==> config.mk <==
export PLATFORM = sky130hd
export DESIGN_NAME = kmc_brg_bank
export DESIGN_NICKNAME = d
export VERILOG_FILES = /design/src/rtl/kmc_brg_bank.sv
export SDC_FILE = /design/constraint.sdc
export NUM_CORES = 1
export LEC_CHECK = 0
export CAP_MARGIN = 10
export CELL_PAD_IN_SITES_DETAIL_PLACEMENT = 1
export CELL_PAD_IN_SITES_GLOBAL_PLACEMENT = 1
export CORE_MARGIN = 2
export CORE_UTILIZATION = 35
export CTS_CLUSTER_DIAMETER = 30
export DETAILED_ROUTE_END_ITERATION = 8
export PLACE_DENSITY = 0.85
export SLEW_MARGIN = 30
export SYNTH_ARGS = -nofsm -noshare
export SYNTH_HDL_FRONTEND = slang
export SYNTH_SLANG_ARGS = --single-unit
==> constraint.sdc <==
create_clock -name clk -period 2.57 [get_ports clk]
set_input_delay 0.6425 -clock clk [delete_from_list [all_inputs] [get_ports clk]]
set_output_delay 0.6425 -clock clk [all_outputs]
set_load 0.02 [all_outputs]
==> src/rtl/kmc_brg_bank.sv <==
// Bank of NREG branch registers for the KMC microsequencer.
// Supports load, single-step shifts and rotates, and a multi-cycle rotate-by-N (RORN).
module kmc_brg_bank #(
    parameter int WIDTH = 8,
    parameter int NREG  = 2,
    parameter int CNTW  = 4,
    localparam int SELW = (NREG > 1) ? $clog2(NREG) : 1
) (
    input  logic                  clk,
    input  logic                  rst,
    input  logic                  init,
    input  logic                  clken,
    input  logic                  start,
    input  logic [2:0]            op,
    input  logic [SELW-1:0]       sel,
    input  logic [WIDTH-1:0]      din,
    input  logic [CNTW-1:0]       cnt,
    output logic                  busy,
    output logic                  done,
    output logic [WIDTH-1:0]      q,
    output logic [NREG*WIDTH-1:0] brg_all,
    output logic                  cy,
    output logic                  zero,
    output logic                  msb,
    output logic                  lsb
);

    localparam logic [2:0] OP_NOP  = 3'd0;
    localparam logic [2:0] OP_LOAD = 3'd1;
    localparam logic [2:0] OP_ROR  = 3'd2;
    localparam logic [2:0] OP_SHR  = 3'd3;
    localparam logic [2:0] OP_ASR  = 3'd4;
    localparam logic [2:0] OP_ROL  = 3'd5;
    localparam logic [2:0] OP_SHL  = 3'd6;
    localparam logic [2:0] OP_RORN = 3'd7;

    typedef enum logic [1:0] {IDLE, ROT, FIN} state_t;

    state_t                      state, state_nxt;
    logic [NREG-1:0][WIDTH-1:0]  r;
    logic [SELW-1:0]             rsel;
    logic [CNTW-1:0]             rem;
    logic [WIDTH-1:0]            cur, rcur;
    logic                        accept, is_rorn, sel_ok, rsel_ok, clr;

    assign clr     = rst | init;
    assign accept  = clken & start & (state == IDLE);
    assign is_rorn = (op == OP_RORN);
    assign sel_ok  = 32'(sel) < 32'(NREG);
    assign rsel_ok = 32'(rsel) < 32'(NREG);

    // Unpopulated select codes read as zero.
    always_comb begin
        cur  = '0;
        rcur = '0;
        if (sel_ok)  cur  = r[sel];
        if (rsel_ok) rcur = r[rsel];
    end

    assign q       = cur;
    assign brg_all = r;
    assign zero    = (cur == '0);
    assign msb     = cur[WIDTH-1];
    assign lsb     = cur[0];
    assign busy    = (state == ROT);

    always_comb begin
        state_nxt = state;
        case (state)
            IDLE:    if (accept && is_rorn) state_nxt = (cnt != '0) ? ROT : FIN;
            ROT:     if (clken && rem == CNTW'(1)) state_nxt = FIN;
            FIN:     state_nxt = IDLE;
            default: state_nxt = IDLE;
        endcase
    end

    always_ff @(posedge clk) begin
        if (clr) state <= IDLE;
        else     state <= state_nxt;
    end

    always_ff @(posedge clk) begin
        if (clr) begin
            r    <= '0;
            cy   <= 1'b0;
            done <= 1'b0;
            rsel <= '0;
            rem  <= '0;
        end else begin
            done <= 1'b0;
            if (accept) begin
                if (!is_rorn || cnt == '0) begin
                    done <= 1'b1;
                end else begin
                    rsel <= sel;
                    rem  <= cnt;
                end
                if (sel_ok) begin
                    case (op)
                        OP_LOAD: r[sel] <= din;
                        OP_ROR: begin
                            r[sel] <= {din[0], din[WIDTH-1:1]};
                            cy     <= din[0];
                        end
                        OP_SHR: begin
                            r[sel] <= {1'b0, cur[WIDTH-1:1]};
                            cy     <= cur[0];
                        end
                        OP_ASR: begin
                            r[sel] <= {cur[WIDTH-1], cur[WIDTH-1:1]};
                            cy     <= cur[0];
                        end
                        OP_ROL: begin
                            r[sel] <= {cur[WIDTH-2:0], cur[WIDTH-1]};
                            cy     <= cur[WIDTH-1];
                        end
                        OP_SHL: begin
                            r[sel] <= {cur[WIDTH-2:0], 1'b0};
                            cy     <= cur[WIDTH-1];
                        end
                        OP_NOP, OP_RORN: ;
                        default: ;
                    endcase
                end
            end else if (state == ROT && clken) begin
                rem <= rem - CNTW'(1);
                // Last step raises done so it is high during the FIN cycle.
                if (rem == CNTW'(1)) done <= 1'b1;
                if (rsel_ok) begin
                    r[rsel] <= {rcur[0], rcur[WIDTH-1:1]};
                    cy      <= rcur[0];
                end
            end
        end
    end

endmodule

[Yosys cells after proc, flatten, opt, wreduce, memory -nomap -nowiden]
Cells that the tools add are included.
Storage, ports and cells
  input bits: 21
  word-level logic and storage cells: 81
  register bits after elaboration: 25
  output and inout bits: 30
Operators by class
  add/subtract/negate cells: 1
  muxes and demuxes: 32
  $lt $le $gt $ge: 4
  bitwise operators: 4
  reductions and logical operators: 19
  equality and inequality tests: 14
Operators by type and width (count)
  $bwmux 16: 7
  $pmux 16 s6: 1
  $mux 8: 6
  $mux 16: 2
  $demux 8 s1: 2
  $eq 3x3->1 const B: 4
  $mux 4: 3
  $reduce_and 2->1: 5
  $logic_not 8->1: 1
  $ne 7x1->1 const B: 1
  $eq 3x2->1 const B: 2
  $mux 1: 6
  $mux 2: 3
  $logic_and 1x1->1: 5
  $eq 4x1->1 const B: 1
  $logic_not 4->1: 1
  $lt 1x2->1 const B: 2
  $ne 2x1->1 const B: 2
  $ne 4x3->1 const B: 1
  $pmux 2 s2: 1
  $reduce_bool 4->1: 1
  $reduce_or 2->1: 2
  $sub 4x1->4 const B: 1
  $eq 3x1->1 const B: 1
  other kinds (11): 13

[Logic depth before layout (Yosys ltp)]
Gate-level depths: netlist (run 1).
  depth in word-level cells: 7
  depth in mapped cells: 8
  depth with buffers taken out: 7

[Least setup slack after synthesis (run 1)]
OpenSTA, ideal clock, no wires.
  path type: input -> output
  start: in sel
  end: out zero
  path buffers: 2
  arrival: 2.376 ns
  stages on the path: 5
  data required time: 1.928 ns
  slack: -0.448 ns
  path through: buf_2 buf_2 mux2_1 nor4_1 nor4bb_1
Between the ends
  word-level cells in the longest chain between the ends: 3
RTL lines
  start: declaration: line 15  | input logic [SELW-1:0] sel,
  $mux 8 (implied by the code) (2 in a row): line 56  | if (sel_ok) cur = r[sel];
  via q[6]: line 20  | output logic [WIDTH-1:0] q,
  $logic_not 8->1: line 62  | assign zero = (cur == '0);
  end: declaration: line 23  | output logic zero,
The timed path passes the listed nets, and every way through them passes these cells. The select of a mux whose other input is x is not followed.

[Worst setup path in the final report (run 1)]
  start: in sel
  end: out msb
Between the ends
  word-level cells in the longest chain between the ends: 2
RTL lines
  $mux 8 (implied by the code) (2 in a row): line 56
  end: declaration: line 24  | output logic msb,
Every way passes these cells. The select of a mux whose other input is x is not followed.

==> results of run 1 <==
metrics by stage:
stage / TNS, ns / hold slack, ns / instances / power [mW]
after floorplan: 0 / 0.439 / 337 / 0.640
after global placement: -0.519 / 0.457 / 495 / 0.814
after detailed placement: -1.01 / 0.484 / 495 / 0.830
after CTS: 0 / 0.499 / 499 / 1.09
after global routing: 0 / 0.525 / 500 / 1.16
final: 0 / 0.491 / 500 / 1.11
synthesized netlist by cell type (all sizes together) (3+ instances only):
cell type   n
a31oi      15
o2111ai     3
nand2      44
a21boi      4
dfxtp      25
inv         5
o221ai      3
mux2i      16
nand2b      3
nor2       26
a221oi      4
a21o        7
nand3b      3
nand3       3
o22ai       9
clkbuf      7
o21ai      34
nor3        7
a32oi       3
or2         3
mux2        8
nor2b      11
and2        4
buf        23
a21oi      26
a211oi      9
final cells by class:
type	count	area [um2]
flip-flops and latches	25	500
clock buffers	3	41.3
multi-input cells	277	1800
inverters	5	18.8
fillers	859	3290
clock inverters	1	5.00
well taps	80	100
repair buffers	109	993
layer usage:
| metal | vias up | routed length [um] |
|---|---|---|
| li1 | 1424 | - |
| met1 | 1532 | 4330 |
| met2 | 143 | 5190 |
| met3 | 29 | 523 |
| met4 | 0 | 281 |
| met5 | - | 0 |
worst min-delay path by stage:
| stage | to | slack [ns] | cells after the start |
|---|---|---|---|
| 2_1_floorplan | state[1] | 0.44 | 1 |
| 3_3_place_gp | rem[1] | 0.46 | 2 |
| 3_5_place_dp | rem[1] | 0.48 | 2 |
| 4_1_cts | state[1] | 0.50 | 1 |
| 5_1_grt | rem[1] | 0.52 | 2 |
| 6_report | state[1] | 0.49 | 1 |
worst register-to-register path: cells and delay by family (launching register included):
family	cells	cell delay [ns]
buffers and inverters	1	0.23
AO/OA/AOI/OAI	2	0.41
AND/OR/NAND/NOR	3	0.58
flip-flops	1	0.35
cell families after synthesis:
kind of cell / count (synthesis)
buffers and inverters: 35
and+or+nand+nor: 115
adders and majority gates: 2
AOI/OAI and AO/OA: 134
xor gates and xnor gates: 2
DFF: 25
muxes: 24
power by group through the flow:
stage	Clock (mW)	Sequential (mW)	Combinational (mW)
2_1_floorplan	0	0.427	0.212
3_3_place_gp	0	0.413	0.401
3_5_place_dp	0	0.413	0.417
4_1_cts	0.268	0.405	0.422
5_1_grt	0.287	0.406	0.463
6_report	0.267	0.405	0.433
sequential cells by signal (all words and copies together), names as in the netlist:
| name | count |
|---|---|
| brg_all | 16 |
| cy | 1 |
| done | 1 |
| rem | 4 |
| rsel | 1 |
| state | 2 |
what timing repair did:
item / 4_1_cts / 5_1_grt
resized for setup: 12 / 3
pin swaps: 0 / 1
gates cloned: 0 / 1
hold buffers: 0 / 0
endpoints found under the setup margin: 5 / 1
==> out/summary.txt, run 1 <==
initial antenna violation count: 0
fin crit share: 95.5%
fin nets: 444
vias in the first global route: 3150
DRT Pass-1 Iters: 5
Total GRT Usage: 27.1%
GP Congestion: 0.903
synthesized-area fraction occupied by ao, oa, aoi and oai cells: 36.4%
Leakage: 1.33 nW
CTS clock-pin slew for the worst setup and hold paths: 0.11 ns
grt met2 use: 47.9%
DP Area: 3370 um2
Horiz. Die Dim: 87.5 um
Num CTS Buffers: 3
Synth cell types: 61
Worst Hold Launch: state[1]
# rows: 30
# port buffers: 50
Worst path slowest cell: clkdlybuf4s50_1
Post-Synthesis Cells: 337
vias post-DR: 3128
Worst Skew: 0.00152 ns
pwr dens: 319 nW/um2
switching fraction of total power: 36.3%
crit-path max FO: 7
cell internal pwr: 0.705 mW
I/O pin count: 51
crit-path cells: buf_6, mux2_4, buf_4, clkdlybuf4s50_1
DR vias/cell: 6.26
Routed WL: 10300 um
Synth Area in Simple Gates: 23.6%
worst setup margin: 0.116 ns
Yosys top cell by area: dfxtp_1
Worst Hold Class: reg2reg
worst slew pin tran: 0.580 ns
slew margin rel.: 61.3%
Post-synth top flop: dfxtp_1
Yosys top cell area share: 20.5%
Worst Setup SP: sel
Worst setup SP type: input pin
most frequent cells in the layout: buf_4, clkdlybuf4s50_1, nand2_1
largest net degree at the start of global routing: 32
core area: 6760 um2
die area: 7660 um2
Clk pwr share: 24.2%
most common cell after layout, fill and taps aside: buf_4
drc violations: 0
post-synthesis mux area share: 10.3%
Die Y: 87.5 um
clk_lat worst skew: 0.28 ns
DRT iter0 DRCs: 189
status: completed
CP arrival: 1.81 ns
Critical R2R Launch: state[0]
routed length per instance: 20.6 um
endpoint type of the worst setup path: output port
Post-Layout Inst Area: 3460 um2
register area share after synthesis: 20.5%
R2R setup slack: 0.90 ns
Mapped Area: 2440 um2
Crit path depth: 4
antenna diode count: 0
Post-synth EDFFs: 0
main combinational cell family by area after synthesis: compound AO/OA/AOI/OAI gates
total gr overflow: 0
CTS Root Cell: clkbuf_8
# setup viols final: 0
R2R Path End: brg_all[6]
logic gate share of total power: 39.2%
syn_area_per_cell: 7.24 um2
Final Hold Viols: 0
Slew Limit Fails: 0
worst setup path class: in2out
XOR/XNOR share of the synthesized area: 0.718%
Max VDD drop: 0.200 mV
fraction of registers with async set/reset: 0%
WP buf/inv: 3
GRT busiest layer: met2
M3 GR Usage: 2.56%
adder-cell share of the synthesized area: 1.03%
Setup crit end: msb
DRT antenna net count: 0
CTS Sinks: 25
Max Cap Viol: 0
largest stage delay on the critical path: 0.53 ns
Worst Path Required: 1.93 ns
Yosys Warn Count: 0
GR Util met1: 34.0%
final core utilization: 51.3%
Period minus WS final: 2.45 ns
syn_nets: 360
Area contributors post-synth: dfxtp_1, nand2_1, mux2i_1
global-route wire length before repair: 16200 um
CP delay by family, top: buffers and inverters
RSZ-0062 raised after global routing: no
initial core utilization: 36.1%
R2R cell count: 6
Seq pwr share: 36.6%
CTS max path bufs: 2
Post-Place Worst Slack: -0.524 ns
dpl hpwl: 7640 um
share of layout cells above drive strength 1: 19.8%
H-tree Lvls: 1
Area Overhead vs Synth: 41.9%
NetSw: 0.401 mW
CTS tree: built
synthesis-stage register bit count: 25
setup repair bufs after CTS: 0
FMAX: 407 MHz
(Power assumes the default switching activity.)
==> inputs of run 2 (changes only) <==
CTS_BUF_LIST = sky130_fd_sc_hd__clkbuf_2 sky130_fd_sc_hd__clkbuf_4 sky130_fd_sc_hd__clkbuf_8   (was default)
==> results of run 2 <==
The final DEF is identical to that of run 1; final timing and power are the same.
